`src/rtl/uart_rx.sv`:
```
// UART receiver: 2-flop input synchronizer, oversampled start/data/stop
// detection with mid-bit sampling, single-entry hold register with
// acknowledge, framing-error pulse and sticky overrun flag.
module uart_rx #(
  parameter int RATE  = 16,
  parameter int NBITS = 8
) (
  input  logic             clk,
  input  logic             rst,
  input  logic             ticks,
  input  logic             Rx,
  input  logic             Rx_ack,
  output logic [NBITS-1:0] Rx_Data,
  output logic             Rx_valid,
  output logic             frame_err,
  output logic             overrun
);

  localparam int CW = (RATE > 2) ? $clog2(RATE) : 1;
  localparam int BW = (NBITS > 1) ? $clog2(NBITS) : 1;

  localparam logic [CW-1:0] CNT_HALF  = CW'(RATE / 2 - 1);
  localparam logic [CW-1:0] CNT_FULL  = CW'(RATE - 1);
  localparam logic [BW-1:0] BIDX_LAST = BW'(NBITS - 1);

  typedef enum logic [1:0] {
    IDLE  = 2'd0,
    START = 2'd1,
    DATA  = 2'd2,
    STOP  = 2'd3
  } state_t;

  logic             rx_meta;
  logic             rx_s;
  state_t           state;
  state_t           state_nx;
  logic [CW-1:0]    cnt;
  logic [CW-1:0]    cnt_nx;
  logic [BW-1:0]    bidx;
  logic [BW-1:0]    bidx_nx;
  logic [NBITS-1:0] sr;
  logic [NBITS-1:0] sr_nx;
  logic             good_frame;
  logic             bad_frame;

  // Two-stage synchronizer for the asynchronous serial line (idles high).
  always_ff @(posedge clk or negedge rst) begin
    if (!rst) begin
      rx_meta <= 1'b1;
      rx_s    <= 1'b1;
    end else begin
      rx_meta <= Rx;
      rx_s    <= rx_meta;
    end
  end

  // FSM state, oversample counter, bit index and shift register.
  always_ff @(posedge clk or negedge rst) begin
    if (!rst) begin
      state <= IDLE;
      cnt   <= '0;
      bidx  <= '0;
      sr    <= '0;
    end else begin
      state <= state_nx;
      cnt   <= cnt_nx;
      bidx  <= bidx_nx;
      sr    <= sr_nx;
    end
  end

  // Next-state logic: half-bit start qualification, then full-bit steps so
  // every data and stop sample lands mid-bit.
  always_comb begin
    state_nx   = state;
    cnt_nx     = cnt;
    bidx_nx    = bidx;
    sr_nx      = sr;
    good_frame = 1'b0;
    bad_frame  = 1'b0;
    case (state)
      IDLE: begin
        if (ticks && !rx_s) begin
          state_nx = START;
          cnt_nx   = '0;
        end else begin
          state_nx = IDLE;
        end
      end
      START: begin
        if (ticks) begin
          if (cnt == CNT_HALF) begin
            cnt_nx  = '0;
            bidx_nx = '0;
            if (!rx_s) begin
              state_nx = DATA;
            end else begin
              // Line went back high before mid start bit: treat as a glitch.
              state_nx = IDLE;
            end
          end else begin
            cnt_nx = cnt + CW'(1);
          end
        end else begin
          state_nx = START;
        end
      end
      DATA: begin
        if (ticks) begin
          if (cnt == CNT_FULL) begin
            sr_nx   = {rx_s, sr[NBITS-1:1]};
            cnt_nx  = '0;
            bidx_nx = bidx + BW'(1);
            if (bidx == BIDX_LAST) begin
              state_nx = STOP;
            end else begin
              state_nx = DATA;
            end
          end else begin
            cnt_nx = cnt + CW'(1);
          end
        end else begin
          state_nx = DATA;
        end
      end
      STOP: begin
        if (ticks) begin
          if (cnt == CNT_FULL) begin
            // Leave at mid-stop so the next start edge is seen with no dead time.
            state_nx   = IDLE;
            cnt_nx     = '0;
            bidx_nx    = '0;
            good_frame = rx_s;
            bad_frame  = !rx_s;
          end else begin
            cnt_nx = cnt + CW'(1);
          end
        end else begin
          state_nx = STOP;
        end
      end
      default: begin
        state_nx = IDLE;
        cnt_nx   = '0;
        bidx_nx  = '0;
      end
    endcase
  end

  // Output hold register: load on good frame, ack clears valid and overrun,
  // a good frame arriving while a byte is still held is dropped as overrun.
  always_ff @(posedge clk or negedge rst) begin
    if (!rst) begin
      Rx_Data   <= '0;
      Rx_valid  <= 1'b0;
      frame_err <= 1'b0;
      overrun   <= 1'b0;
    end else begin
      frame_err <= bad_frame;
      if (good_frame) begin
        if (!Rx_valid || Rx_ack) begin
          Rx_Data  <= sr;
          Rx_valid <= 1'b1;
          if (Rx_ack) begin
            overrun <= 1'b0;
          end else begin
            overrun <= overrun;
          end
        end else begin
          overrun <= 1'b1;
        end
      end else if (Rx_ack && Rx_valid) begin
        Rx_valid <= 1'b0;
        overrun  <= 1'b0;
      end else begin
        Rx_valid <= Rx_valid;
        overrun  <= overrun;
      end
    end
  end

endmodule

```
`config.mk`:
```
export PLATFORM = sky130hd
export DESIGN_NAME = uart_rx
export DESIGN_NICKNAME = d
export VERILOG_FILES = /design/src/rtl/uart_rx.sv
export SDC_FILE = /design/constraint.sdc
export NUM_CORES = 1
export LEC_CHECK = 0
export BUFFER_PORTS_ARGS = -buffer_cell sky130_fd_sc_hd__buf_2
export CAP_MARGIN = 20
export CORE_MARGIN = 4
export CORE_UTILIZATION = 51
export CTS_CLUSTER_SIZE = 8
export DETAILED_ROUTE_END_ITERATION = 6
export PLACE_DENSITY = 0.82
export RECOVER_POWER = 100
export REMOVE_ABC_BUFFERS = 1
export SLEW_MARGIN = 25
export SYNTH_ARGS = -nofsm -noshare
export SYNTH_HDL_FRONTEND = slang
export SYNTH_SLANG_ARGS = --single-unit
```
`constraint.sdc`:
```
create_clock -name clk -period 1.6 [get_ports clk]
set_input_delay 0.48 -clock clk [delete_from_list [all_inputs] [get_ports clk]]
set_output_delay 0.48 -clock clk [all_outputs]
set_load 0.005 [all_outputs]
```
==> results.md, run 1 <==
* Run status: finished with violations
* Initial antenna violation count at 0
* CORE AREA at 2540 um^2
* Power per cell area at 1440 nW/um^2
* Syn. warnings at 0
* Area of the multi-input gates at 612 um^2
* Worst setup path category: flop to flop
* Final hold vios at 0
* Pwr Total at 2.52 mW
* Grt total ovfl at 0
* CTS Hold Buffers Added at 0
* Worst-path clk slew at 0.10 ns
* Via density at 5.58
* DIE WIDTH at 60.5 um
* Syn Std Cell Area at 1410 um^2
* Tightest Hold Check Type: input port to asynchronous set/reset pin
* Largest net degree at the start of global routing at 31
* Yosys reg bits at 30
* Fin area at 1750 um^2
* Fin crit share at 106%
* Ys flop type: dfrtp_1
* Area Growth Syn to Fin at 24.8%
* Placed Area at 1620 um^2
* Final Worst Setup Slack at -0.0904 ns
* Clock Latency Late Sink at 0.34 ns
* CP startpoint kind: flop
* F_max at 592 MHz
* Full die area at 3660 um^2
* Number of diodes at 0
* Most numerous cell in the Yosys netlist: dfrtp_1
* CTS root buffer: clkbuf_4
* Max VDD drop at 1560 uV
* Yosys top cell area share at 49.9%
* WL/cell at 16.0 um
* Core Rows at 18
* Crit end category: flop
* CTS H-tree depth at 2
* Gr usage total at 18.1%
* Initial drt markers at 25
* CP arrival at 1.92 ns
* IO Port Bufs at 15
* CTS buffer count at 5
* Die H at 60.5 um
* Worst-path cell with the longest stage delay: or3_4
* Drt pass-1 iters at 4
* EDFF count, synth at 0
* CP Cell Sequence: ha_2, nand3_2, or3_4, nor2b_4, buf_12, mux2_4
* Via count at 971
* Clock sink count at 30
* Min Tclk post-route at 1.69 ns
* Commonest cells in the synthesized netlist: dfrtp_1, nand2_1, mux2_2, mux2_4, o21ai_0
* Async S/R FF share, synth at 100%
* Initial core utilization at 55.2%
* Mapped Cells at 110
* Max-slew violation count at 0
* Worst Path Required at 1.83 ns
* Largest area contributor in the netlist: dfrtp_1
* Number of buffers on the longest clock path at 2
* Post-Route WL at 2.78 mm
* RePlAce Congestion at 0.863
* Maximum fanout along the worst path at 8
* Beginning of the critical path: cnt[0]$_DFFE_PN0P_
* First-pass GRT wire length at 4.66 mm
* I/O pins at 16
* Violated checks: setup timing
* Layout cell share with drive strength beyond 1 at 47.2%
* Vias in the first global route at 987
* Synth unique cells at 36
* DP Wirelength at 1.97 mm
* Post-synthesis sequential area ratio at 53.6%
* Worst Reg-to-Reg Cells at 6
* Leakage at 0.869 nW
* Sequential cell area at 753 um^2
* Worst-Margin Slew at 0.736 ns
* Reg-to-Reg Start: cnt[0]$_DFFE_PN0P_
* CTS tree: yes
* Syn avg cell area at 12.8 um^2
* Max_cap viols at 0
* Layout net count at 151
* Pre-CTS setup slack at -0.135 ns
* Max stage delay on crit path at 0.39 ns
* RSZ-0062 raised after global routing: yes
* Top post-synthesis cells by area: dfrtp_1, mux2_4, mux2_2
* Post CTS Setup Buffer Count at 0
* Final Skew at 0.00809 ns
* DRC violations left at 0
* Fillers at 188
* Slew Limit Headroom at 50.9%
* Final antenna-violating net count at 0
* # setup viols final at 8
* R2r endpoint: Rx_Data[2]$_DFFE_PN0P_
* R2R Setup Slk at -0.09 ns
logic make-up after synthesis:
logic type | synth area share [%]
AO/OA/AOI/OAI | 9.62
multiplexers | 15.7
AND/OR/NAND/NOR | 14.2
buffers and inverters | 4.27
adder cells (fa/ha/maj) | 2.67
flip-flops | 53.6
report_power, final:
group / switching, mW / internal, mW / leakage (nW)
logic: 0.419 / 0.364 / 0.432
clock network: 0.274 / 0.529 / 0.0585
registers: 0.0727 / 0.865 / 0.379
final cells by class:
| cell class | instances | area share [%] |
|---|---|---|
| tap | 30 | 2.14 |
| inverter | 3 | 0.642 |
| multi-input combinational | 71 | 34.9 |
| timing repair buffer | 32 | 13.0 |
| clock buffer | 6 | 2.93 |
| sequential | 30 | 43.0 |
| clock inverter | 2 | 3.43 |
flip-flops by register name (all words and copies together), names as in the netlist:
name and count:
Rx_Data 8, sr 8, rx_s 1, cnt 4
bidx 3, overrun 1, frame_err 1, Rx_valid 1
state 2, rx_meta 1
metal layers:
layer | global-route usage, % | up-vias | wire length, um
met2 | 28.2 | 14 | 1420
met5 | 0 | - | 0
met1 | 22.7 | 483 | 1190
met4 | 10.2 | 0 | 65
met3 | 5.11 | 9 | 105
li1 | - | 465 | -
worst max-delay path: cells and delay by family, from the launching register on:
| family | cells | cell delay (ns) |
|---|---|---|
| buffers and inverters | 1 | 0.14 |
| adder cells (fa/ha/maj) | 1 | 0.19 |
| AND/OR/NAND/NOR | 3 | 0.60 |
| flip-flops | 1 | 0.37 |
| multiplexers | 1 | 0.30 |
per-stage QoR:
| stage | instances | utilization (%) | TNS (ns) | hold slack [ns] |
|---|---|---|---|---|
| floorplan | 104 | - | -1.68 | 0.184 |
| global placement | 166 | 63.7 | -0.929 | 0.346 |
| detailed placement | 166 | 63.7 | -1.19 | 0.348 |
| CTS | 174 | 68.1 | -0.753 | 0.169 |
| global route | 174 | 68.9 | -1.30 | 0.201 |
| finish | 174 | 68.9 | -0.628 | 0.183 |
placed cells by master, fill, tap and decap left out, drive strengths merged, types with 4 or more instances in the layout:
cell type and n:
mux2 16, o21ai 4, clkbuf 7, dfrtp 28, nand3 4, nand2 11
buf 31
what timing repair did:
| item | CTS | global route |
|---|---|---|
| pin swaps | 1 | 1 |
| resized for setup | 0 | 4 |
| hold endpoints to repair | 0 | 0 |
| endpoints found under the setup margin | 16 | 18 |
worst max-delay path by stage:
stage                             endpoint  slack (ns)  depth (start not counted)
CTS                 Rx_Data[2]$_DFFE_PN0P_       -0.11                          6
global placement    Rx_Data[4]$_DFFE_PN0P_       -0.11                          6
detailed placement  Rx_Data[2]$_DFFE_PN0P_       -0.13                          6
global route        Rx_Data[1]$_DFFE_PN0P_       -0.16                          6
floorplan           Rx_Data[0]$_DFFE_PN0P_       -0.21                          5
finish              Rx_Data[2]$_DFFE_PN0P_       -0.09                          6
Note: power is estimated with default switching activity, not from simulation.
==> run 2: changes to the inputs <==
Settings changed: BUFFER_PORTS_ARGS -buffer_cell sky130_fd_sc_hd__buf_2 to default, CORE_UTILIZATION 51 to 55, DONT_BUFFER_PORTS from default to 1, PLACE_DENSITY 0.82 to 0.81.
==> run 2 against run 1 <==
Net effect:
- total power down 11%
- sequential share of layout area up 1.8 points
- non-clock buffer count fell by 13
- count of clock-buffer cells in the layout up 1
- highest routed layer unchanged
- combinational power increased by 5.5%
- register-to-register slack about the same
- the run still ends with setup timing left
- routed wire length is 5.3% lower
- setup slack worse by 0.011 ns
- largest cell class unchanged
- clock power shrank 43%
==> results.md, run 2 (synthesis results as in run 1) <==
* Run status: finished with violations
* Violated checks: setup timing
* RSZ-0062 raised after global routing: yes
* DIE WIDTH at 58.5 um (-3.2%)
* Reg-to-Reg Start: cnt[0]$_DFFE_PN0P_
* CTS H-tree depth at 2 (unchanged)
* Tightest Hold Check Type: input port to flop
* CP top delay family: simple AND/OR/NAND/NOR gates
* Sw power at 0.746 mW (-2.7%)
* CP Cell Sequence: ha_4, nand3_2, or3_4, nor2b_4, buf_12, mux2_4
* Final Skew at 0.00481 ns (-0.00328 ns)
* Placed Area at 1540 um^2 (-5.1%)
* Pre-CTS setup slack at -0.0942 ns (+0.0406 ns)
* WP buf/inv at 1 (unchanged)
* Worst Hold End: rx_meta$_DFF_PN1_
* Maximum fanout along the worst path at 8 (unchanged)
* Core Rows at 18 (unchanged)
* Grt total ovfl at 0 (unchanged)
* Initial core utilization at 57.2% (+2.0 points)
* Hold slack at 0.156 ns (-0.0272 ns)
* Worst-path cell with the longest stage delay: dfrtp_1
* Max stage delay on crit path at 0.40 ns (about the same)
* Switching portion of total power at 33.3% (+3.0 points)
* Worst hold path startpoint: Rx
* Layout cell share with drive strength beyond 1 at 40.5% (-6.8 points)
* Post-route insts no fill at 161 (-7.5%)
* Commonest non-fill, non-tap cell in the layout: dfrtp_1
* Worst-path clk slew at 0.09 ns (about the same)
* F_max at 588 MHz (-0.64%)
* Fin crit share at 106% (+0.68 points)
* Drt pass-1 iters at 6 (+2)
* Die H at 58.5 um (-3.2%)
* Slew Limit Headroom at 51.7% (+0.80 points)
* Largest net degree at the start of global routing at 31 (unchanged)
* CORE AREA at 2450 um^2 (-3.5%)
* Number of buffers on the longest clock path at 2 (unchanged)
* CP arrival at 1.91 ns (about the same)
* Power per cell area at 1330 nW/um^2 (-7.8%)
* Clock network power share at 20.4% (-11 points)
* Number of diodes at 0 (unchanged)
* Worst Reg-to-Reg Cells at 6 (unchanged)
* Worst Path Required at 1.80 ns (-0.03 ns)
* I/O pins at 16 (unchanged)
* Final hold vios at 0 (unchanged)
* Hold Path Stages at 0
* RePlAce Congestion at 0.845 (-2.1%)
* DP Wirelength at 1.82 mm (-7.5%)
* Worst setup path category: flop to flop
* Gr usage total at 16.8% (-1.3 points)
* Post-Route WL at 2.64 mm (-5.3%)
* Crit end category: flop
* Max VDD drop at 1020 uV (-34%)
* Worst-Margin Slew at 0.724 ns (-0.0120 ns)
* R2R Setup Slk at -0.10 ns (about the same)
* IO Port Bufs at 0 (-15)
* Internal Pwr Total at 1.49 mW (-15%)
* Reg power frac at 42.6% (+5.4 points)
* Full die area at 3430 um^2 (-6.3%)
* First-pass GRT wire length at 4.26 mm (-8.7%)
* Placed cell count at 150 (-9.6%)
* Fin area at 1680 um^2 (-3.9%)
* Final setup TNS at -0.735 ns (-0.108 ns)
* CP startpoint kind: flop
* # setup viols final at 8 (unchanged)
* Via density at 5.81 (+4.2%)
* Largest registers: Rx_Data (8), sr (8), cnt (4)
* CTS root buffer: clkbuf_4
* DRC violations left at 0 (unchanged)
* Final antenna-violating net count at 0 (unchanged)
* CTS tree: yes
* CTS buffer count at 5 (unchanged)
* Most frequent cells in the layout: dfrtp_1, mux2_4, buf_4
* Initial antenna violation count at 0 (unchanged)
* Max-slew violation count at 0 (unchanged)
* Clock sink count at 30 (unchanged)
* Min Tclk post-route at 1.70 ns (+0.0108 ns)
* Max_cap viols at 0 (unchanged)
* Vias in the first global route at 973 (-1.4%)
* Combinational Power Share at 36.9% (+5.9 points)
* Final Worst Setup Slack at -0.101 ns (-0.0108 ns)
* Area Growth Syn to Fin at 19.9%
* Layout net count at 138 (-8.6%)
* Fillers at 168 (-11%)
* WL/cell at 16.4 um (+2.4%)
* Leakage at 0.800 nW (-8.0%)
* Initial drt markers at 35 (+40%)
* R2r endpoint: Rx_Data[3]$_DFFE_PN0P_
* Clock Latency Late Sink at 0.31 ns (-0.03 ns)
* Final core occ at 68.6% (-0.28 points)
* Via count at 936 (-3.6%)
* Pwr Total at 2.24 mW (-11%)
-- run 2: cell types whose count changed in the layout (fill, tap and decap cells not counted), moves of 2 or more --
cell,previous run,this run
buf_2,14,0
bufinv_16,2,0
mux2_2,8,2
mux2_4,8,14
-- run 2: power groups by stage --
stage	Clock, mW	Combinational, mW	Sequential [mW]
floorplan	0	0.384	1.02
global placement	0	0.689	0.948
detailed placement	0	0.733	0.956
CTS	0.471	0.763	0.943
global route	0.497	0.921	0.969
finish	0.457	0.826	0.953
-- run 2: final cells by class --
cell class	count	area [um^2]	area share (%)
sequential	30	753	44.7
multi-input combinational	71	651	38.6
timing repair buffer	19	171	10.2
clock buffer	7	55.1	3.27
tap	30	37.5	2.23
inverter	3	11.3	0.669
clock inverter	1	5.00	0.297
-- run 2: layer usage --
layer  vias up  GRT usage [%]  wire length, um  part of all wire [%]
li1        433              -                -                     -
met1       471           19.5             1160                    44
met2        23           28.7             1310                    50
met3         9           5.70              106                   4.0
met4         0           5.96               56                   2.1
met5         -              0                0                     0
-- run 2: how the worst max path moves through the flow --
| stage | from | slack, ns | endpoint | cells past startpoint |
|---|---|---|---|---|
| after floorplan | cnt[0]$_DFFE_PN0P_ | -0.21 | Rx_Data[0]$_DFFE_PN0P_ | 5 |
| after detailed placement | cnt[1]$_DFFE_PN0P_ | -0.09 | Rx_Data[3]$_DFFE_PN0P_ | 6 |
| final | cnt[0]$_DFFE_PN0P_ | -0.10 | Rx_Data[3]$_DFFE_PN0P_ | 6 |
| after global routing | cnt[0]$_DFFE_PN0P_ | -0.16 | Rx_Data[3]$_DFFE_PN0P_ | 6 |
| after CTS | cnt[1]$_DFFE_PN0P_ | -0.11 | Rx_Data[0]$_DFFE_PN0P_ | 6 |
| after global placement | cnt[0]$_DFFE_PN0P_ | -0.06 | Rx_Data[5]$_DFFE_PN0P_ | 6 |
-- run 2: timing repair --
item / in CTS / in global routing
pin swaps: 1 / 2
hold endpoints to repair: 30 / 0
endpoints found under the setup margin: 16 / 18
resized for setup: 1 / 13
hold buffers: 2 / 0
buffers inserted: 0 / 1
